**src/rtl/checker_renderer.sv**
```systemverilog
// 640x480 VGA renderer for an 8x8 checkers board. Inputs are snapshotted at the
// start of vertical blank so each frame is drawn from one consistent board state.
module checker_renderer #(
    parameter int BOARD_X0 = 80,
    parameter int SQ       = 60
) (
    input  logic         clk,
    input  logic         rst,
    input  logic [191:0] serialized_board,
    input  logic [27:0]  legal_move,
    input  logic [5:0]   cursor_loc,
    output logic [7:0]   vga_r,
    output logic [7:0]   vga_g,
    output logic [7:0]   vga_b,
    output logic         hsync,
    output logic         vsync,
    output logic         blank_n,
    output logic         frame_start
);

    localparam logic [9:0] H_LAST    = 10'd799;
    localparam logic [9:0] V_LAST    = 10'd524;
    localparam logic [9:0] H_VIS     = 10'd640;
    localparam logic [9:0] V_VIS     = 10'd480;
    localparam logic [9:0] HS_START  = 10'd656;
    localparam logic [9:0] HS_END    = 10'd751;
    localparam logic [9:0] VS_START  = 10'd490;
    localparam logic [9:0] VS_END    = 10'd491;
    localparam logic [9:0] SNAP_V    = 10'd480;
    localparam logic [9:0] X_LO      = 10'(BOARD_X0);
    localparam logic [9:0] X_HI      = 10'(BOARD_X0 + 8 * SQ);
    localparam logic [9:0] Y_HI      = 10'(8 * SQ);
    localparam logic [5:0] SQ_LAST   = 6'(SQ - 1);
    localparam logic [5:0] BORDER_HI = 6'(SQ - 4);

    logic [9:0]   r_hCnt, r_vCnt;
    logic [5:0]   r_dx, r_dy;
    logic [2:0]   r_col, r_row;
    logic [191:0] r_snapBoard;
    logic [27:0]  r_snapLegal;
    logic [5:0]   r_snapCursor;
    logic [5:0]   r_loc1, r_dx1, r_dy1;
    logic [2:0]   r_cell1;
    logic         r_legal1, r_cursor1, r_active1;
    logic [23:0]  r_rgb;
    logic [1:0]   r_hsPipe, r_vsPipe, r_blPipe;

    logic              w_hLast, w_vLast, w_snap, w_legal, w_cursor, w_active;
    logic [9:0]        w_hNext, w_vNext;
    logic [5:0]        w_loc;
    logic [7:0]        w_cellBase;
    logic [2:0]        w_cell;
    logic signed [6:0] w_offX, w_offY;
    logic signed [11:0] w_offXW, w_offYW;
    logic [11:0]       w_sqX, w_sqY, w_distSq;
    logic              w_king, w_disc, w_border, w_dark;
    logic [23:0]       w_rgb;

    assign w_hLast = (r_hCnt == H_LAST);
    assign w_vLast = (r_vCnt == V_LAST);
    assign w_hNext = w_hLast ? 10'd0 : r_hCnt + 10'd1;
    assign w_vNext = w_vLast ? 10'd0 : r_vCnt + 10'd1;
    assign w_snap  = (r_hCnt == 10'd0) && (r_vCnt == SNAP_V);

    always_ff @(posedge clk or negedge rst) begin
        if (!rst) begin
            r_hCnt <= 10'd0;
            r_vCnt <= 10'd0;
        end else begin
            r_hCnt <= w_hNext;
            if (w_hLast) r_vCnt <= w_vNext;
        end
    end

    // Square column/row and in-square offsets track the raster counters, so
    // they are restarted at the board's left edge and at the top of each frame.
    always_ff @(posedge clk or negedge rst) begin
        if (!rst) begin
            r_dx  <= 6'd0;
            r_col <= 3'd0;
            r_dy  <= 6'd0;
            r_row <= 3'd0;
        end else begin
            if (w_hNext == X_LO) begin
                r_dx  <= 6'd0;
                r_col <= 3'd0;
            end else if (r_dx == SQ_LAST) begin
                r_dx  <= 6'd0;
                r_col <= r_col + 3'd1;
            end else begin
                r_dx <= r_dx + 6'd1;
            end
            if (w_hLast) begin
                if (w_vNext == 10'd0) begin
                    r_dy  <= 6'd0;
                    r_row <= 3'd0;
                end else if (r_dy == SQ_LAST) begin
                    r_dy  <= 6'd0;
                    r_row <= r_row + 3'd1;
                end else begin
                    r_dy <= r_dy + 6'd1;
                end
            end
        end
    end

    always_ff @(posedge clk or negedge rst) begin
        if (!rst) begin
            r_snapBoard  <= '0;
            r_snapLegal  <= '0;
            r_snapCursor <= '0;
        end else if (w_snap) begin
            r_snapBoard  <= serialized_board;
            r_snapLegal  <= legal_move;
            r_snapCursor <= cursor_loc;
        end
    end

    assign frame_start = w_snap;

    assign w_loc      = {r_col, 3'd7 - r_row};
    assign w_cellBase = {2'b00, w_loc} * 8'd3;
    assign w_cell     = r_snapBoard[w_cellBase +: 3];
    assign w_cursor   = (w_loc == r_snapCursor);
    assign w_active   = (r_hCnt < H_VIS) && (r_vCnt < V_VIS) &&
                        (r_hCnt >= X_LO) && (r_hCnt < X_HI) && (r_vCnt < Y_HI);

    always_comb begin
        w_legal = 1'b0;
        for (int k = 0; k < 4; k++) begin
            if (r_snapLegal[7*k+6] && (r_snapLegal[7*k +: 6] == w_loc)) w_legal = 1'b1;
        end
    end

    always_ff @(posedge clk or negedge rst) begin
        if (!rst) begin
            r_loc1    <= 6'd0;
            r_dx1     <= 6'd0;
            r_dy1     <= 6'd0;
            r_cell1   <= 3'd0;
            r_legal1  <= 1'b0;
            r_cursor1 <= 1'b0;
            r_active1 <= 1'b0;
        end else begin
            r_loc1    <= w_loc;
            r_dx1     <= r_dx;
            r_dy1     <= r_dy;
            r_cell1   <= w_cell;
            r_legal1  <= w_legal;
            r_cursor1 <= w_cursor;
            r_active1 <= w_active;
        end
    end

    // Disc geometry is centred at offset 30; squares of signed offsets are
    // formed at 12 bits so the sum can never wrap.
    assign w_offX   = $signed({1'b0, r_dx1}) - 7'sd30;
    assign w_offY   = $signed({1'b0, r_dy1}) - 7'sd30;
    assign w_offXW  = {{5{w_offX[6]}}, w_offX};
    assign w_offYW  = {{5{w_offY[6]}}, w_offY};
    assign w_sqX    = w_offXW * w_offXW;
    assign w_sqY    = w_offYW * w_offYW;
    assign w_distSq = w_sqX + w_sqY;
    assign w_king   = (w_distSq < 12'd100);
    assign w_disc   = (w_distSq < 12'd484);
    assign w_border = (r_dx1 < 6'd3) || (r_dx1 > BORDER_HI) ||
                      (r_dy1 < 6'd3) || (r_dy1 > BORDER_HI);
    assign w_dark   = (((r_loc1[5:3] + r_loc1[2:0]) & 3'd1) == 3'd0);

    always_comb begin
        w_rgb = 24'h000000;
        if (!r_active1)                                w_rgb = 24'h000000;
        else if (r_cursor1 && w_border)                w_rgb = 24'hFFFF00;
        else if (r_cell1[2] && r_cell1[0] && w_king)   w_rgb = 24'hFFD700;
        else if (r_cell1[2] && w_disc)                 w_rgb = r_cell1[1] ? 24'hE02020 : 24'hF0F0F0;
        else if (r_legal1)                             w_rgb = 24'h2060C0;
        else if (w_dark)                               w_rgb = 24'h206020;
        else                                           w_rgb = 24'hE0D0B0;
    end

    always_ff @(posedge clk or negedge rst) begin
        if (!rst) begin
            r_rgb    <= 24'h000000;
            r_hsPipe <= 2'b11;
            r_vsPipe <= 2'b11;
            r_blPipe <= 2'b00;
        end else begin
            r_rgb    <= w_rgb;
            r_hsPipe <= {r_hsPipe[0], !((r_hCnt >= HS_START) && (r_hCnt <= HS_END))};
            r_vsPipe <= {r_vsPipe[0], !((r_vCnt >= VS_START) && (r_vCnt <= VS_END))};
            r_blPipe <= {r_blPipe[0], (r_hCnt < H_VIS) && (r_vCnt < V_VIS)};
        end
    end

    assign vga_r   = r_rgb[23:16];
    assign vga_g   = r_rgb[15:8];
    assign vga_b   = r_rgb[7:0];
    assign hsync   = r_hsPipe[1];
    assign vsync   = r_vsPipe[1];
    assign blank_n = r_blPipe[1];

endmodule

```
**config.mk**
```make
export PLATFORM = sky130hd
export DESIGN_NAME = checker_renderer
export DESIGN_NICKNAME = d
export VERILOG_FILES = /design/src/rtl/checker_renderer.sv
export SDC_FILE = /design/constraint.sdc
export NUM_CORES = 1
export LEC_CHECK = 0
export CORE_MARGIN = 5
export CORE_UTILIZATION = 59
export DETAILED_ROUTE_END_ITERATION = 12
export GPL_ROUTABILITY_DRIVEN = 0
export PLACE_DENSITY = 0.95
export SYNTH_ARGS = -nofsm -noshare
export SYNTH_HDL_FRONTEND = slang
export SYNTH_SLANG_ARGS = --single-unit
```
**constraint.sdc**
```tcl
create_clock -name clk -period 10 [get_ports clk]
set_input_delay 1 -clock clk [delete_from_list [all_inputs] [get_ports clk]]
set_output_delay 1 -clock clk [all_outputs]
set_load 0.005 [all_outputs]
```
==> impl_metrics.tcl <==
set metrics [dict create \
    outcome "finished, final reports clean" \
    grt_pass1_vias 14700 \
    rsz0062_at_grt "false" \
    synthArstFlopShare_pct 100 \
    synth_edf_count 0 \
    synth_seq_cells 302 \
    synth_top_area_share_pct 44.1 \
    final_cell_mix "nand2_1 (725), dfrtp_1 (296), clkdlybuf4s50_1 (250), inv_1 (115), fa_1 (68)" \
    worstSetupPathType "flip-flop to flip-flop" \
    drive_gt1_share_pct 7.60 \
    area_growth_pct 21.3 \
    hold_slack_ps 350 \
    initial_core_util_pct 59.4 \
    nNetsFinal 2291 \
    slew_headroom_pct 16.7 \
    path_common_cell "fa_1" \
    ys_seq_area_share_pct 44.7 \
    avgViaCountPerCell 5.84 \
    path_clk_slew_ps 70 \
    cts-root-buf "clkbuf_16" \
    yosysTopAreaCell "dfrtp_1" \
    layout_commonest_cell "nand2_1" \
    slew_violations 0 \
    finalSetupTns_ps 0 \
    syn_inst 1756 \
    p_per_area_nw_per_um2 121 \
    final-hold-violation-count 0 \
    numClockSinks 302 \
    fmax_mhz 137 \
    final_cells 2361 \
    drt_first_pass_iters 6 \
    postCtsResizedCells 0 \
    wl_per_cell_um 20.2 \
    ys.flop_type "dfrtp_1" \
    p_leak_nw 8.83 \
    num_vias 13800 \
    dp_cells 2302 \
    setup_violations 0 \
    clk_latency_ps 550 \
    worstPathArrival_ps 7710 \
    ctsHoldBuffers 0 \
    core-area_um2 28500 \
    slowest_stage "fa_1" \
    overflow 0 \
    die_h_um 179 \
    syn_area_um2 16900 \
    num_io_pins 256 \
    ys_warn_count 0 \
    path_cells "ha_1 -> nand3_1 -> xor2_1 -> nand2_1 -> inv_1 -> fa_1 -> fa_1 -> fa_1 -> fa_1 -> fa_1 -> inv_1 -> fa_1 -> inv_1 -> ha_1 -> o21a_1 -> o31a_1 -> a21oi_1 -> or4b_4 -> nor4_1 -> nor3_1 -> nand2_1 -> o21ba_2" \
    period_share_pct 72.8 \
    cts_max_level 1 \
    wl_um 47600 \
    crit_path_end_kind "flip-flop" \
    max-cap-violations 0 \
    fin_crit_ps 7280 \
    dieWidth_um 179 \
    ant_nets 0 \
    p_total_mw 2.49 \
    grt_pass1_wl_um 75400 \
    post-dp-hpwl_um 33500 \
    antenna_found_initial 2 \
    cts_buffer_depth 3 \
    cp-start-kind "flip-flop" \
    cts_made_buffers 30 \
    first_iter_violations 1467 \
    port-buffer-count 251 \
    crit_required_ps 10440 \
    post_cts_buffers 0 \
    fp.dieArea_um2 32100 \
    max-vdd-ir-drop_mv 0.158 \
    clock_skew_ps 10.5 \
    grt_use_total_pct 30.0 \
    fin_util_pct 72.0 \
    grt_max_degree 227 \
    min_path_type "flip-flop to flip-flop" \
    synth_cell_types 74 \
    num_rows 62 \
    worst_pin_slew_ps 1250 \
    path_max_fanout 11 \
    syn_area_per_cell_um2 9.63 \
    post-route-drc-count 0 \
    synthTopCellsByArea "dfrtp_1 (44%), nand2_1 (16%), mux4_2 (8.4%), fa_1 (8.1%), ha_1 (3.3%)" \
    cts_tree "built" \
    critPathMaxStageDelay_ps 560 \
]
==> worst max-delay path: cells and delay by family (launching register included) <==
kind	cells	cell delay [ps]
fa+ha+maj	8	3750
simple gates	6	1550
compound gates	4	650
flops	1	530
xor+xnor	1	440
buf+inv	3	240
==> through the flow <==
stage	setup slack (ps)	area [um2]
after floorplan	3420	16900
after global placement	3250	19500
after detailed placement	2830	19500
after CTS	2810	20500
after global routing	2400	20500
final	2720	20500
==> sequential cells by signal, summed over array words and instances, names as in the netlist, 3 cells and up <==
| register | cells |
|---|---|
| r_snapLegal | 28 |
| r_row | 3 |
| r_dx1 | 6 |
| r_hCnt | 10 |
| r_dy | 6 |
| r_dx | 6 |
| r_col | 3 |
| r_dy1 | 6 |
| r_snapBoard | 192 |
| r_vCnt | 10 |
| r_cell1 | 3 |
| r_snapCursor | 6 |
| r_rgb | 12 |
==> cells in the mapped netlist (all sizes together) (4+ instances only) <==
library cell,number
nand2,725
dfrtp,298
inv,115
fa,68
buf,64
mux4,63
nor2,48
ha,45
xnor2,43
clkbuf,38
xor2,38
nand3,23
o21ai,23
nand4,15
nor3,13
and2,12
nor2b,10
nand2b,9
nor4,9
a21o,8
a21oi,8
or3,7
nand3b,6
or2,6
and3,4
dfstp,4
o31ai,4
or4,4
==> metal layers <==
layer	global-route usage (%)	up-vias	share of wire, %
met5	0	-	0
met4	16.2	0	6.4
met3	5.63	208	8.5
met2	51.9	854	51
met1	35.6	6769	34
li1	-	5963	-
==> cells by family after synthesis <==
group                    count (synthesis)  share of synthesized area, %
buffers and inverters                  217                          5.57
XOR/XNOR                                82                          4.37
adder cells (fa/ha/maj)                113                          11.4
AND/OR/NAND/NOR                        901                          22.1
multiplexers                            67                          8.64
AO/OA/AOI/OAI                           73                          3.19
other                                    1                        0.0222
flip-flops                             302                          44.7
==> worst paths after layout <==
kind	startpoint	to	slack [ps]	cells past startpoint
worst max register to register	r_dy1[1]	r_rgb[6]	2720	22
worst min-delay path	r_blPipe[0]	r_blPipe[1]	350	0
worst max-delay path	r_dy1[1]	r_rgb[6]	2720	22
worst min register to register	r_blPipe[0]	r_blPipe[1]	350	0
min in group asynchronous	rst	r_snapBoard[145]	390	1
max in group asynchronous	rst	r_cell1[0]	7280	3
==> power breakdown <==
group	internal (mW)	total, mW	switching, mW
sequential	1.22	1.22	0
clock	0.657	1.14	0.483
combinational	0.0792	0.124	0.0443
==> final cells by class <==
type                            instances  area (um2)
Antenna cell                            4        10.0
Clock buffer                           44         875
Clock inverter                         11         115
Fill cell                            1748        7970
Inverter                              115         432
Multi-Input combinational cell       1240        8420
Sequential cell                       302        7570
Tap cell                              384         480
Timing Repair Buffer                  261        2610
No activity file was read; power rests on OpenSTA's default activity.
